$ cat src/rtl/lut_reduce_pkg.sv
// Shared types and elaboration-time helpers for the pipelined LUT reduction tree.
// Tree geometry functions are evaluated at elaboration to size stages and offsets.
package lut_reduce_pkg;

    typedef enum logic [1:0] {
        MODE_AND  = 2'b00,
        MODE_OR   = 2'b01,
        MODE_XOR  = 2'b10,
        MODE_NAND = 2'b11
    } mode_e;

    // Deepest tree: 256 lanes reduced by 2-input nodes
    localparam int unsigned MAX_LEVELS = 8;

    function automatic int unsigned nodes_at(int unsigned width, int unsigned k,
                                             int unsigned level);
        int unsigned n;
        n = width;
        for (int unsigned i = 0; i < MAX_LEVELS; i++) begin
            if (i < level) n = (n + k - 1) / k;
        end
        return n;
    endfunction

    function automatic int unsigned levels_for(int unsigned width, int unsigned k);
        int unsigned lv;
        lv = 0;
        for (int unsigned i = 0; i < MAX_LEVELS; i++) begin
            if (nodes_at(width, k, i) > 1) lv = i + 1;
        end
        return lv;
    endfunction

    // Bit offset of a level inside the flattened tree vector (level 0 first)
    function automatic int unsigned tree_offset(int unsigned width, int unsigned k,
                                                int unsigned level);
        int unsigned off;
        off = 0;
        for (int unsigned i = 0; i <= MAX_LEVELS; i++) begin
            if (i < level) off = off + nodes_at(width, k, i);
        end
        return off;
    endfunction

    function automatic logic identity(mode_e mode);
        return (mode == MODE_AND) || (mode == MODE_NAND);
    endfunction

endpackage

$ cat src/rtl/lut_reduce_if.sv
// Sample/result bundle of the reduction pipe; clock and reset stay plain ports.
interface lut_reduce_if #(
    parameter int unsigned WIDTH = 8,
    parameter int unsigned CNT_W = 16
) ();
    import lut_reduce_pkg::*;

    logic              in_valid;
    logic [WIDTH-1:0]  in_data;
    logic [WIDTH-1:0]  in_mask;
    mode_e             in_mode;
    logic              count_clr;
    logic              out_valid;
    logic              out1;
    logic [CNT_W-1:0]  match_count;
    logic              count_sat;

    modport master (
        output in_valid, in_data, in_mask, in_mode, count_clr,
        input  out_valid, out1, match_count, count_sat
    );

    modport slave (
        input  in_valid, in_data, in_mask, in_mode, count_clr,
        output out_valid, out1, match_count, count_sat
    );

endinterface

$ cat src/rtl/lut_reduce_stage.sv
// One registered tree level: groups of LUT_K bits reduced per node, with valid and
// mode travelling alongside so each sample is reduced under its own mode.
module lut_reduce_stage
    import lut_reduce_pkg::*;
#(
    parameter  int unsigned IN_W  = 8,
    parameter  int unsigned LUT_K = 6,
    localparam int unsigned OUT_W = (IN_W + LUT_K - 1) / LUT_K
) (
    input  logic             clock0,
    input  logic             reset,
    input  logic             i_valid,
    input  mode_e            i_mode,
    input  logic [IN_W-1:0]  i_data,
    output logic             o_valid,
    output mode_e            o_mode,
    output logic [OUT_W-1:0] o_data
);
    localparam int unsigned PAD_W = OUT_W * LUT_K;

    logic [PAD_W-1:0] w_padded;
    logic [LUT_K-1:0] w_group;
    logic [OUT_W-1:0] w_node;
    logic             r_valid;
    mode_e            r_mode;
    logic [OUT_W-1:0] r_data;

    // Partial last group is filled with the identity of this sample's mode
    always_comb begin
        w_padded = {PAD_W{identity(i_mode)}};
        w_padded[IN_W-1:0] = i_data;
        w_group = '0;
        w_node = '0;
        for (int unsigned n = 0; n < OUT_W; n++) begin
            w_group = w_padded[n*LUT_K +: LUT_K];
            case (i_mode)
                MODE_AND, MODE_NAND: w_node[n] = &w_group;
                MODE_OR:             w_node[n] = |w_group;
                default:             w_node[n] = ^w_group;
            endcase
        end
    end

    always_ff @(posedge clock0) begin
        if (reset) begin
            r_valid <= 1'b0;
            r_mode  <= MODE_AND;
            r_data  <= '0;
        end else begin
            r_valid <= i_valid;
            r_mode  <= i_mode;
            r_data  <= w_node;
        end
    end

    assign o_valid = r_valid;
    assign o_mode  = r_mode;
    assign o_data  = r_data;

endmodule

$ cat src/rtl/lut_reduce_pipe.sv
// Fully pipelined K-ary LUT reduction of WIDTH masked lanes with selectable
// AND/OR/XOR/NAND, a register per level, and a saturating count of true results.
module lut_reduce_pipe
    import lut_reduce_pkg::*;
#(
    parameter int unsigned WIDTH = 8,
    parameter int unsigned LUT_K = 6,
    parameter int unsigned CNT_W = 16
) (
    input  logic         clock0,
    input  logic         reset,
    lut_reduce_if.slave  bus
);
    localparam int unsigned LEVELS = levels_for(WIDTH, LUT_K);
    localparam int unsigned TREE_W = tree_offset(WIDTH, LUT_K, LEVELS + 1);

    // All levels share one flat vector; level l occupies nodes_at(l) bits
    logic [TREE_W-1:0] w_tree;
    logic              w_valid [LEVELS+1];
    mode_e             w_mode  [LEVELS+1];
    logic [WIDTH-1:0]  w_masked;
    logic              w_result;
    logic [CNT_W-1:0]  w_count_nxt;

    logic              r_valid0;
    mode_e             r_mode0;
    logic [WIDTH-1:0]  r_data0;
    logic [CNT_W-1:0]  r_count;
    logic              r_sat;

    always_comb begin
        w_masked = (bus.in_data & bus.in_mask)
                 | (~bus.in_mask & {WIDTH{identity(bus.in_mode)}});
    end

    always_ff @(posedge clock0) begin
        if (reset) begin
            r_valid0 <= 1'b0;
            r_mode0  <= MODE_AND;
            r_data0  <= '0;
        end else begin
            r_valid0 <= bus.in_valid;
            r_mode0  <= bus.in_mode;
            r_data0  <= w_masked;
        end
    end

    assign w_tree[WIDTH-1:0] = r_data0;
    assign w_valid[0]        = r_valid0;
    assign w_mode[0]         = r_mode0;

    for (genvar l = 0; l < LEVELS; l++) begin : g_level
        localparam int unsigned IN_OFF  = tree_offset(WIDTH, LUT_K, l);
        localparam int unsigned IN_W    = nodes_at(WIDTH, LUT_K, l);
        localparam int unsigned OUT_OFF = tree_offset(WIDTH, LUT_K, l + 1);
        localparam int unsigned OUT_W   = nodes_at(WIDTH, LUT_K, l + 1);

        lut_reduce_stage #(
            .IN_W  (IN_W),
            .LUT_K (LUT_K)
        ) u_stage (
            .clock0  (clock0),
            .reset   (reset),
            .i_valid (w_valid[l]),
            .i_mode  (w_mode[l]),
            .i_data  (w_tree[IN_OFF +: IN_W]),
            .o_valid (w_valid[l+1]),
            .o_mode  (w_mode[l+1]),
            .o_data  (w_tree[OUT_OFF +: OUT_W])
        );
    end

    // NAND travels as AND through the tree and is inverted only here
    assign w_result = w_tree[TREE_W-1] ^ (w_mode[LEVELS] == MODE_NAND);

    always_comb begin
        w_count_nxt = r_count;
        if (bus.count_clr) begin
            w_count_nxt = '0;
        end else if (w_valid[LEVELS] && w_result && !(&r_count)) begin
            w_count_nxt = r_count + CNT_W'(1);
        end
    end

    always_ff @(posedge clock0) begin
        if (reset) begin
            r_count <= '0;
            r_sat   <= 1'b0;
        end else begin
            r_count <= w_count_nxt;
            r_sat   <= &w_count_nxt;
        end
    end

    assign bus.out_valid   = w_valid[LEVELS];
    assign bus.out1        = w_result;
    assign bus.match_count = r_count;
    assign bus.count_sat   = r_sat;

endmodule

$ cat src/flat_wrapper.sv
// flat-port wrapper written by rule: the top's interface ports become plain ports
module lut_reduce_pipe_flat import lut_reduce_pkg::*;
#(
    parameter int unsigned WIDTH = 8,
    parameter int unsigned LUT_K = 6,
    parameter int unsigned CNT_W = 16
)
  (clock0, reset, bus_in_valid, bus_in_data, bus_in_mask, bus_in_mode, bus_count_clr, bus_out_valid, bus_out1, bus_match_count, bus_count_sat);
  lut_reduce_if #(.WIDTH(WIDTH), .CNT_W(CNT_W)) bus_i ();
  input  logic clock0;
  input  logic reset;
  input wire logic [$bits(bus_i.in_valid)-1:0] bus_in_valid;
  input wire logic [$bits(bus_i.in_data)-1:0] bus_in_data;
  input wire logic [$bits(bus_i.in_mask)-1:0] bus_in_mask;
  input wire logic [$bits(bus_i.in_mode)-1:0] bus_in_mode;
  input wire logic [$bits(bus_i.count_clr)-1:0] bus_count_clr;
  output wire logic [$bits(bus_i.out_valid)-1:0] bus_out_valid;
  output wire logic [$bits(bus_i.out1)-1:0] bus_out1;
  output wire logic [$bits(bus_i.match_count)-1:0] bus_match_count;
  output wire logic [$bits(bus_i.count_sat)-1:0] bus_count_sat;
  assign bus_i.in_valid = bus_in_valid;
  assign bus_i.in_data = bus_in_data;
  assign bus_i.in_mask = bus_in_mask;
  assign bus_i.in_mode = bus_in_mode;
  assign bus_i.count_clr = bus_count_clr;
  assign bus_out_valid = bus_i.out_valid;
  assign bus_out1 = bus_i.out1;
  assign bus_match_count = bus_i.match_count;
  assign bus_count_sat = bus_i.count_sat;
  lut_reduce_pipe #(.WIDTH(WIDTH), .LUT_K(LUT_K), .CNT_W(CNT_W)) u_core (.clock0(clock0), .reset(reset), .bus(bus_i));
endmodule
$ cat config.mk
export PLATFORM = sky130hd
export DESIGN_NAME = lut_reduce_pipe_flat
export DESIGN_NICKNAME = d
export VERILOG_FILES = /design/src/rtl/lut_reduce_pkg.sv /design/src/rtl/lut_reduce_if.sv /design/src/rtl/lut_reduce_stage.sv /design/src/rtl/lut_reduce_pipe.sv /design/src/flat_wrapper.sv
export SDC_FILE = /design/constraint.sdc
export NUM_CORES = 1
export LEC_CHECK = 0
export BUFFER_PORTS_ARGS = -buffer_cell sky130_fd_sc_hd__buf_2
export CORE_MARGIN = 3
export CORE_UTILIZATION = 30
export CTS_BUF_LIST = sky130_fd_sc_hd__clkbuf_4 sky130_fd_sc_hd__clkbuf_8 sky130_fd_sc_hd__clkbuf_16
export DETAILED_ROUTE_END_ITERATION = 10
export HOLD_SLACK_MARGIN = 0.12
export PLACE_DENSITY = 0.52
export RECOVER_POWER = 50
export SLEW_MARGIN = 10
export SYNTH_ARGS = -nofsm -noshare
export SYNTH_HDL_FRONTEND = slang
export SYNTH_HIERARCHICAL = 1
export SYNTH_SLANG_ARGS = --single-unit
$ cat constraint.sdc
create_clock -name clock0 -period 2.5 [get_ports clock0]
set_input_delay 0.625 -clock clock0 [delete_from_list [all_inputs] [get_ports clock0]]
set_output_delay 0.625 -clock clock0 [all_outputs]
set_load 0.1 [all_outputs]
After elaboration in Yosys (flattened, before gate mapping) --
Index checks and enable logic that the tools add are counted.
Operators by class: $add $sub $neg 1, bitwise logic cells 5, equality and inequality tests 6, mux-type cells 5, reductions and logical operators 22
Operators by type and width (number):
- $mux 16 | 2
- $reduce_and 16->1 | 2
- $reduce_xor 6->1 | 3
- $add 16x1->16 const B | 1
- $and 8x8->8 | 2
- $eq 2x2->1 const B | 4
- $not 8->8 | 1
- $or 8x8->8 | 1
- $logic_not 2->1 | 3
- $pmux 1 s2 | 3
- $reduce_and 3->1 | 2
- $reduce_and 6->1 | 1
- $reduce_or 3->1 | 2
- $reduce_or 6->1 | 1
- $eq 2x1->1 const B | 2
- $reduce_or 2->1 | 2
- $logic_or 1x1->1 | 3
- $logic_and 1x1->1 | 2
- $logic_not 1->1 | 1
- $xor 1x1->1 | 1
Word-level totals: register bits 37, input bits 22, output and inout port bits 19, logic and storage cells 50

Depth between registers and ports, before layout --
Gate-level depths: netlist of the first run.
depth in word-level cells 7, gate-level depth with buffers 8, gate-level depth less buffers 7

By module --
Netlist of the first run, hierarchy kept.
Modules (own cells, without submodules):
- lut_reduce_pipe | instances 1, sequential area each 560.5 µm², cells an instance 162, area an instance 1382.6 µm²
- lut_reduce_stage (u_core.g_level[0].u_stage) | instances 1, sequential area each 100.1 µm², cells an instance 39, area an instance 352.8 µm²
- lut_reduce_stage (u_core.g_level[1].u_stage) | instances 1, sequential area each 80.1 µm², cells an instance 21, area an instance 188.9 µm²

Worst setup path before layout of the first run --
No wires, ideal clock.
kind reg-to-reg, from register u_core.r_count[0], in the netlist u_core/bus.match_count[0], to register u_core.r_sat, in the netlist u_core/bus.count_sat, setup time 116 ps, data required time 2384 ps, buffers on the path 0, clock period less this slack 2891 ps, data arrival time 2775 ps, setup slack -391 ps, cell stages (with the launch flop) 8, path through dfxtp_1 -> ha_1 -> and3_1 -> o2111ai_2 -> o41a_1 -> o221a_1 -> nor4bb_1 -> and4_1
Between the ends: longest elaborated chain between the ends 6, elaborated cells between the ends (all ways) 7, those cells by class add/sub: 1; mux: 2; reduce/logical: 4
RTL lines:
- start: declaration | line lut_reduce_pipe.sv:28 | logic [CNT_W-1:0] r_count;
- start signal: assignment | line lut_reduce_pipe.sv:90 | r_count <= w_count_nxt;
- parallel branches: the longest is 3 deep, another holds $add 16x1->16
- $mux 16 * | line lut_reduce_pipe.sv:80 | end else if (w_valid[LEVELS] && w_result && !(&r_count)) begin
- $mux 16 * | line lut_reduce_pipe.sv:78 | if (bus.count_clr) begin
- $reduce_and 16->1 * | line lut_reduce_pipe.sv:91 | r_sat <= &w_count_nxt;
- end signal: assignment | line lut_reduce_pipe.sv:91
- end: declaration | line lut_reduce_pipe.sv:29 | logic r_sat;
Every way passes the cells marked *. A chain may end at the register's enable or synchronous reset.

Final worst setup path of the first run --
Ends and elaborated chain as after synthesis.

==> results.ini, run 1 <==
[status]
status=finished clean

[finish]
seq_area_um2=758
drive_gt1_frac=0.241
fill_cells=661
multi_input_area_mm2=0.00108
antenna_cells=0
syn_to_final_growth_pct=20.7
nNetsFinal=302
final_util=0.383
final_area_mm2=0.00232

[floorplan]
die_area_mm2=0.00741
die_h_um=86.1
ios=41
initial_core_util=0.318
rows=28
die_x_um=86.1
coreArea_mm2=0.00606

[critical_path]
cp-endpoint=u_core/bus.count_sat
cp.required_ps=2680
regToRegSetupSlack_ps=310
r2r.worst_path.cells=7
cp-startpoint=u_core/bus.match_count[0]
cp.arrival_ps=2370
critPathKind=register to register
end_kind=register
r2r_start=u_core/bus.match_count[0]
reg2reg_to=u_core/bus.count_sat
crit_fanout=7
cp-start-kind=register

[synth]
synth_flop_cell=dfxtp_1
synthCells=222
synth_edf_count=0
netlist.area_leader.share=0.385
async_reset_ff_frac=0
syn-num-nets=259
yosys-top-cells-area=dfxtp_1, ha_1, nor2_1
yosysSeqAreaShare=0.385
yosys.cell_types.count=52
synth_commonest_cells=nor2_1, dfxtp_1, inv_1
syn_area_mm2=0.00192
synth_area_per_cell_um2=8.67
synth.most_common_cell=nor2_1
ys_ff_latch=37
synth_area_leader_cell=dfxtp_1
yosysWarnings=6

[routing]
drt_wl_total_um=3970
dr.pass1.iters=4
wl_per_cell_um=11.7
post_drt_via_cell_ratio=4.78
drt-initial-drc-count=71
drc=0
dr_total_vias=1630
ant_nets=0

[sta]
period_share=0.876
fin_tns_setup_ps=0
fmax_mhz=457
setup_viol=0
skew_ps=4.39
final_hold_viol_count=0
tightest_slew_ps=1180
rsz0062_at_grt=false
period_minus_slack_ps=2190
slew-limit-headroom=0.219
slew_violations=0

[global_routing]
grt_pass1_vias=1578
grt.total_usage=0.115
grt_pass1_wl_um=6890
grt.overflow.total=0
grt_antenna_before_repair=0
grt_max_degree=25

[clock_tree]
cts.sinks=37
clock_latency_ps=290
cts_made_buffers=5
cts_resized=0
cts_hold_buf=0
cts_tree=done
clkSlewWorstSetupHoldPaths_ps=80
cts_setup_buffers=0
clockBufferDepth=2
ctsHtreeMaxLevel=2
root_buffer=clkbuf_8

[power_and_ir_drop]
seqPwrFrac=0.490
power_density_mw_per_mm2=541
combPwrFrac=0.090
p_leak_nw=0.940
switchingPower_w=0.000292
ir_drop_mv=0.266
p_sw_frac=0.232
internal-power_w=0.000965
clkPwrFrac=0.420

[placed_design]
portBuffers=40
place.gp.congestion=0.858
hpwlAfterDp_um=2920
placed_area_mm2=0.00222

[run]
cap_violations=0

[worst_hold_path]
hold_class=register to register

-- cell type report --
class / instances / area share
well taps: 75 / 0.0404
clock buffers: 6 / 0.0329
flip-flops and latches: 37 / 0.327
inverters: 20 / 0.0323
repair buffers: 42 / 0.0873
clock inverters: 2 / 0.0167
multi-input cells: 159 / 0.464
-- critical path: stages (launching register included) --
cell,delay [ps]
dfxtp_4,380
ha_1,220
and3_1,250
o2111ai_2,200
o41a_1,460
o221a_1,260
nor4bb_1,120
and4_1,200
-- metal layers --
metal	track usage	vias to the layer above	part of all wire
met5	0	-	0
met4	0.0345	0	0.0078
met3	0.0327	4	0.060
met2	0.200	46	0.48
met1	0.137	731	0.45
li1	-	849	-
-- cells by family (layout without fill, tap and decap cells) --
group | Yosys count | in the layout | share of synthesized area
buf+inv | 26 | 70 | 0.0553
simple gates | 93 | 93 | 0.254
compound gates | 34 | 34 | 0.129
xor+xnor | 15 | 15 | 0.0683
flops | 37 | 37 | 0.385
mux | 2 | 2 | 0.0104
fa+ha+maj | 15 | 15 | 0.0975
-- flip-flops by register name, indices dropped and copies added, names as in the netlist --
signal	cells
u_core/bus.count_sat	1
u_core/bus.match_count	16
u_core/g_level.u_stage/o_data	3
u_core/g_level.u_stage/o_mode	4
u_core/g_level.u_stage/o_valid	2
u_core/r_data0	8
u_core/r_mode0	2
u_core/r_valid0	1
-- through the flow --
step | setup WS [ps] | power (W) | instances | hold slack (ps)
after floorplan | 0.944 | 0.000708 | 222 | 414
after global placement | 371 | 0.000743 | 333 | 418
after detailed placement | 334 | 0.000745 | 333 | 427
after CTS | 310 | 0.00128 | 341 | 446
after global routing | 153 | 0.00131 | 341 | 457
final | 310 | 0.00126 | 341 | 440
-- power groups by stage --
stage / clock (W) / sequential, W / combinational, W
6_report: 0.000528 / 0.000616 / 0.000113
2_1_floorplan: 0 / 0.000631 / 0.0000767
3_3_place_gp: 0 / 0.000629 / 0.000114
4_1_cts: 0.000545 / 0.000616 / 0.000116
3_5_place_dp: 0 / 0.000630 / 0.000115
5_1_grt: 0.000562 / 0.000618 / 0.000132
-- worst min path at each step --
| stage | from | to | slack [ps] | cells after the start |
|---|---|---|---|---|
| 2_1_floorplan | u_core/r_valid0 | u_core/g_level[0].u_stage/o_valid | 410 | 1 |
| 3_3_place_gp | u_core/r_valid0 | u_core/g_level[0].u_stage/o_valid | 420 | 1 |
| 3_5_place_dp | u_core/r_valid0 | u_core/g_level[0].u_stage/o_valid | 430 | 1 |
| 4_1_cts | u_core/r_valid0 | u_core/g_level[0].u_stage/o_valid | 450 | 1 |
| 5_1_grt | u_core/r_valid0 | u_core/g_level[0].u_stage/o_valid | 460 | 1 |
| 6_report | u_core/r_valid0 | u_core/g_level[0].u_stage/o_valid | 440 | 1 |
-- placed cells by master, fill, tap and decap left out, types with 2 or more instances in the layout --
master	n
a21oi_1	12
and3_1	2
buf_2	30
buf_4	2
clkbuf_1	10
clkbuf_8	5
dfxtp_1	25
dfxtp_2	11
ha_1	15
inv_1	20
mux2i_1	2
nand2_1	9
nand3_1	6
nand4_1	6
nor2_1	41
nor2b_1	5
nor3_1	5
nor4_1	2
o21a_1	2
o21ai_0	4
or2_2	2
or4_1	2
xnor2_1	10
xor2_1	5
(Power assumes the default switching activity.)
==> run 2, diff against run 1 <==
Settings changed: REMOVE_ABC_BUFFERS from default to 1.
==> results.ini, run 2 (same netlist as run 1, synthesis figures left out) <==
[routing]
dr_total_vias=1670  ; +2.5%
ant_nets=0  ; unchanged
drt-initial-drc-count=82  ; +15%
wl_per_cell_um=11.7  ; +0.14%
drc=0  ; unchanged
drt_wl_total_um=4000  ; +0.73%
post_drt_via_cell_ratio=4.87  ; +1.9%
dr.pass1.iters=5  ; +1

[floorplan]
initial_core_util=0.318  ; unchanged
rows=28  ; unchanged
coreArea_mm2=0.00606  ; unchanged
die_x_um=86.1  ; unchanged
ios=41  ; unchanged
die_area_mm2=0.00741  ; unchanged
die_h_um=86.1  ; unchanged

[clock_tree]
cts_hold_buf=0  ; unchanged
cts_resized=0  ; unchanged
cts.sinks=37  ; unchanged
ctsHtreeMaxLevel=2  ; unchanged
clkSlewWorstSetupHoldPaths_ps=80  ; about the same
cts_made_buffers=5  ; unchanged
cts_tree=done
cts_setup_buffers=0  ; unchanged
clock_latency_ps=290  ; about the same
root_buffer=clkbuf_8
clockBufferDepth=2  ; unchanged

[placed_design]
portBuffers=40  ; unchanged
place.gp.congestion=0.828  ; -3.5%
dp_slack_ps=268  ; -66.3 ps
dp.cells=335  ; +0.60%
hpwlAfterDp_um=2990  ; +2.2%

[global_routing]
grt_max_degree=23  ; -8.0%
grt_pass1_vias=1606  ; +1.8%
grt.overflow.total=0  ; unchanged
grt_pass1_wl_um=6990  ; +1.4%
grt_antenna_before_repair=0  ; unchanged
grt.total_usage=0.118  ; +0.00230

[power_and_ir_drop]
internal-power_w=0.000980  ; +1.6%
switchingPower_w=0.000286  ; -2.1%
ir_drop_mv=0.243  ; -8.7%
power.total_w=0.00127  ; +0.74%
clkPwrFrac=0.424  ; +0.004
p_leak_nw=0.945  ; +0.60%
power_density_mw_per_mm2=546  ; +0.95%
p_sw_frac=0.226  ; -0.00642
seqPwrFrac=0.487  ; -0.003
combPwrFrac=0.088  ; -0.002

[status]
status=finished clean

[finish]
drive_gt1_frac=0.201  ; -0.0391
final_common_cell=nor2_1
final_cell_mix=nor2_1, dfxtp_1, buf_2, inv_1, ha_1
nNetsFinal=304  ; +0.66%
largest_reg_flops=16  ; unchanged
syn_to_final_growth_pct=20.4
layout.cells.non_filler=343  ; +0.59%
fill_cells=651  ; -1.5%
antenna_cells=0  ; unchanged

[critical_path]
cp.arrival_ps=2420  ; +50 ps
critPathKind=register to register
worst-path-buf-inv=0  ; unchanged
crit_fanout=5  ; -2
cp.required_ps=2680  ; about the same
cp-start-kind=register
end_kind=register
crit_path_top_delay_cell=o41a_1
path_delay_family=compound AO/OA/AOI/OAI gates
slowest_delay_ps=460  ; about the same
crit_chain=ha_1 > and3_1 > o2111ai_2 > o41a_1 > o221a_1 > nor4bb_1 > and4_1

[sta]
tightest_slew_ps=1170  ; -11.0 ps
fmax_mhz=446  ; -2.3%
layout_setup_ws_ps=258  ; -51.3 ps
rsz0062_at_grt=false
period_minus_slack_ps=2240  ; +51.3 ps
slew-limit-headroom=0.226  ; +0.00731
setup_viol=0  ; unchanged
fin_tns_setup_ps=0  ; unchanged
slew_violations=0  ; unchanged
whs_ps=438  ; -1.64 ps
final_hold_viol_count=0  ; unchanged
period_share=0.897  ; +0.0205
skew_ps=5.66  ; +1.27 ps

[run]
cap_violations=0  ; unchanged

[worst_hold_path]
hold_class=register to register

run 2: per-stage QoR:
stage	instance area, µm²	util
finish	2320	0.382
global route	2320	0.382
CTS	2340	0.386
detailed placement	2220	0.366
global placement	2220	0.366
floorplan	1890	-
run 2: power by group through the flow:
stage / Sequential (W) / Clock, W / Combinational, W
6_report: 0.000617 / 0.000537 / 0.000112
5_1_grt: 0.000620 / 0.000580 / 0.000132
4_1_cts: 0.000617 / 0.000562 / 0.000117
3_5_place_dp: 0.000631 / 0 / 0.000116
3_3_place_gp: 0.000630 / 0 / 0.000115
2_1_floorplan: 0.000632 / 0 / 0.0000740
run 2: worst paths after layout:
kind | end | cells after the start | from | slack (ps)
worst max register to register | u_core/bus.count_sat | 7 | u_core/bus.match_count[1] | 260
worst min register to register | u_core/g_level[0].u_stage/o_valid | 1 | u_core/r_valid0 | 440
worst min-delay path | u_core/g_level[0].u_stage/o_valid | 1 | u_core/r_valid0 | 440
worst max-delay path | u_core/bus.count_sat | 7 | u_core/bus.match_count[1] | 260
run 2: worst reg2reg max path: stages, from the launching register on:
cell,delay [ps]
dfxtp_1,390
ha_1,250
and3_1,260
o2111ai_2,190
o41a_1,460
o221a_1,260
nor4bb_1,120
and4_1,200
run 2: final cells by class:
| cell class | instances | area [µm²] | share of cell area |
|---|---|---|---|
| Clock buffer | 6 | 82.6 | 0.0356 |
| Clock inverter | 2 | 37.5 | 0.0162 |
| Inverter | 20 | 75.1 | 0.0324 |
| Multi-Input combinational cell | 159 | 1070 | 0.462 |
| Sequential cell | 37 | 741 | 0.320 |
| Tap cell | 75 | 93.8 | 0.0405 |
| Timing Repair Buffer | 44 | 216 | 0.0934 |
run 2: per-layer routing:
layer / wire length, µm / global-route usage / vias up
met5: 0 / 0 / -
met4: 57 / 0.0475 / 0
met3: 287 / 0.0346 / 5
met2: 1780 / 0.187 / 61
met1: 1880 / 0.148 / 754
li1: - / - / 850
==> run 3, diff against run 2 <==
Settings changed: PLACE_DENSITY 0.52 to 0.54.
Clock period 2.5 ns to 1.8 ns, I/O delays scaled along.
==> results.ini, run 3 (same netlist as run 1, synthesis figures left out) <==
[sta]
fin_tns_setup_ps=-287  ; -287 ps
period_minus_slack_ps=1980  ; -266 ps
slew-limit-headroom=0.429  ; +0.203
layout_setup_ws_ps=-176  ; -434 ps
setup_viol=4  ; +4
skew_ps=11.5  ; +5.80 ps
final_hold_viol_count=0  ; unchanged
tightest_slew_ps=856  ; -309 ps
period_share=1.10  ; +0.201
rsz0062_at_grt=true
fmax_mhz=506  ; +13%
slew_violations=0  ; unchanged

[power_and_ir_drop]
switchingPower_w=0.000411  ; +44%
clkPwrFrac=0.360  ; -0.064
p_leak_nw=1.18  ; +25%
power.total_w=0.00161  ; +27%
seqPwrFrac=0.534  ; +0.047
combPwrFrac=0.105  ; +0.017
ir_drop_mv=0.280  ; +15%
p_sw_frac=0.256  ; +0.0306
internal-power_w=0.00119  ; +22%
power_density_mw_per_mm2=573  ; +4.9%

[routing]
post_drt_via_cell_ratio=4.70  ; -3.5%
drt-initial-drc-count=84  ; +2.4%
drt_wl_total_um=4560  ; +14%
drc=0  ; unchanged
dr.pass1.iters=4  ; -1
wl_per_cell_um=11.9  ; +1.7%
ant_nets=0  ; unchanged
dr_total_vias=1804  ; +8.0%

[global_routing]
grt_pass1_wl_um=7650  ; +9.4%
grt.total_usage=0.129  ; +0.0110
grt.overflow.total=0  ; unchanged
grt_max_degree=23  ; unchanged
grt_antenna_before_repair=0  ; unchanged
grt_pass1_vias=1699  ; +5.8%

[critical_path]
critPathKind=register to register
cp.arrival_ps=2170  ; -250 ps
worst-path-buf-inv=0  ; unchanged
r2r.worst_path.cells=7  ; unchanged
crit_fanout=4  ; -1
slowest_delay_ps=440  ; -20 ps
cp.depth=7  ; unchanged
regToRegSetupSlack_ps=-180  ; -430 ps
r2r_start=u_core/bus.match_count[1]
crit_chain=ha_4 > and3_4 > o2111ai_4 > o41a_1 > o221a_1 > nor4bb_2 > and4_1
cp-endpoint=u_core/bus.count_sat
crit_path_top_delay_cell=o41a_1
cp.required_ps=1990  ; -690 ps
end_kind=register
cp-startpoint=u_core/bus.match_count[1]
reg2reg_to=u_core/bus.count_sat
cp-start-kind=register
path_delay_family=compound AO/OA/AOI/OAI gates

[floorplan]
coreArea_mm2=0.00606  ; unchanged
die_area_mm2=0.00741  ; unchanged
die_x_um=86.1  ; unchanged
ios=41  ; unchanged
die_h_um=86.1  ; unchanged
initial_core_util=0.318  ; unchanged
rows=28  ; unchanged

[placed_design]
dp_slack_ps=-301  ; -569 ps
portBuffers=40  ; unchanged
hpwlAfterDp_um=3410  ; +14%
place.gp.congestion=0.845  ; +2.1%

[finish]
fill_cells=621  ; -4.6%
nNetsFinal=345  ; +13%
largest_reg_flops=16  ; unchanged
drive_gt1_frac=0.408  ; +0.206
syn_to_final_growth_pct=45.6
final_util=0.462  ; +0.0799
final_cell_mix=buf_4, nor2_1, buf_2, dfxtp_1, inv_1
antenna_cells=0  ; unchanged

[clock_tree]
cts_hold_buf=0  ; unchanged
cts_made_buffers=5  ; unchanged
clockBufferDepth=2  ; unchanged
cts_tree=done
ctsHtreeMaxLevel=2  ; unchanged
root_buffer=clkbuf_8
clock_latency_ps=290  ; about the same
clkSlewWorstSetupHoldPaths_ps=80  ; about the same
cts.sinks=37  ; unchanged

[status]
status=finished, violations left
violations=negative setup slack

[run]
cap_violations=0  ; unchanged

[worst_hold_path]
hold_class=input port to register

-- run 3: worst min path at each step --
stage               startpoint  cells after the start                                 to  slack, ps
2_1_floorplan  u_core/r_valid0                      1  u_core/g_level[0].u_stage/o_valid        410
3_3_place_gp   u_core/r_valid0                      1  u_core/g_level[0].u_stage/o_valid        420
3_5_place_dp   u_core/r_valid0                      1  u_core/g_level[0].u_stage/o_valid        430
4_1_cts           bus_in_valid                      2                    u_core/r_valid0        370
5_1_grt           bus_in_valid                      2                    u_core/r_valid0        370
6_report          bus_in_valid                      2                    u_core/r_valid0        370
-- run 3: cell type report --
type / instances / area (µm²) / area share
Clock buffer: 5 / 68.8 / 0.0246
Clock inverter: 3 / 22.5 / 0.00804
Sequential cell: 37 / 751 / 0.268
Timing Repair Buffer: 85 / 571 / 0.204
Multi-Input combinational cell: 159 / 1220 / 0.435
Tap cell: 75 / 93.8 / 0.0335
Inverter: 20 / 75.1 / 0.0268
-- run 3: per-layer routing --
layer / GRT usage / share of wire
met1: 0.171 / 0.46
met5: 0 / 0
met2: 0.206 / 0.48
met3: 0.0346 / 0.060
met4: 0.0317 / 0.0070
-- run 3: what timing repair did --
action                                 4_1_cts  5_1_grt
setup endpoints to repair                   10       11
gates resized for setup                     21       17
endpoints found under the hold margin        0        0
buffers inserted                             4        1
cloned                                       0        0
pin swaps                                    9        4
-- run 3: power by group through the flow --
stage	combinational, W	clock, W	sequential (W)
after floorplan	0.000103	0	0.000878
after global placement	0.000169	0	0.000875
after detailed placement	0.000172	0	0.000876
after CTS	0.000176	0.000599	0.000858
after global routing	0.000196	0.000645	0.000861
final	0.000169	0.000579	0.000858
-- run 3: metrics by stage --
stage               area (µm²)  hold slack [ps]  cells
CTS                       2730              373    383
finish                    2800              374    384
detailed placement        2500              428    371
global route              2800              375    384
global placement          2500              416    371
floorplan                 1890              414    216
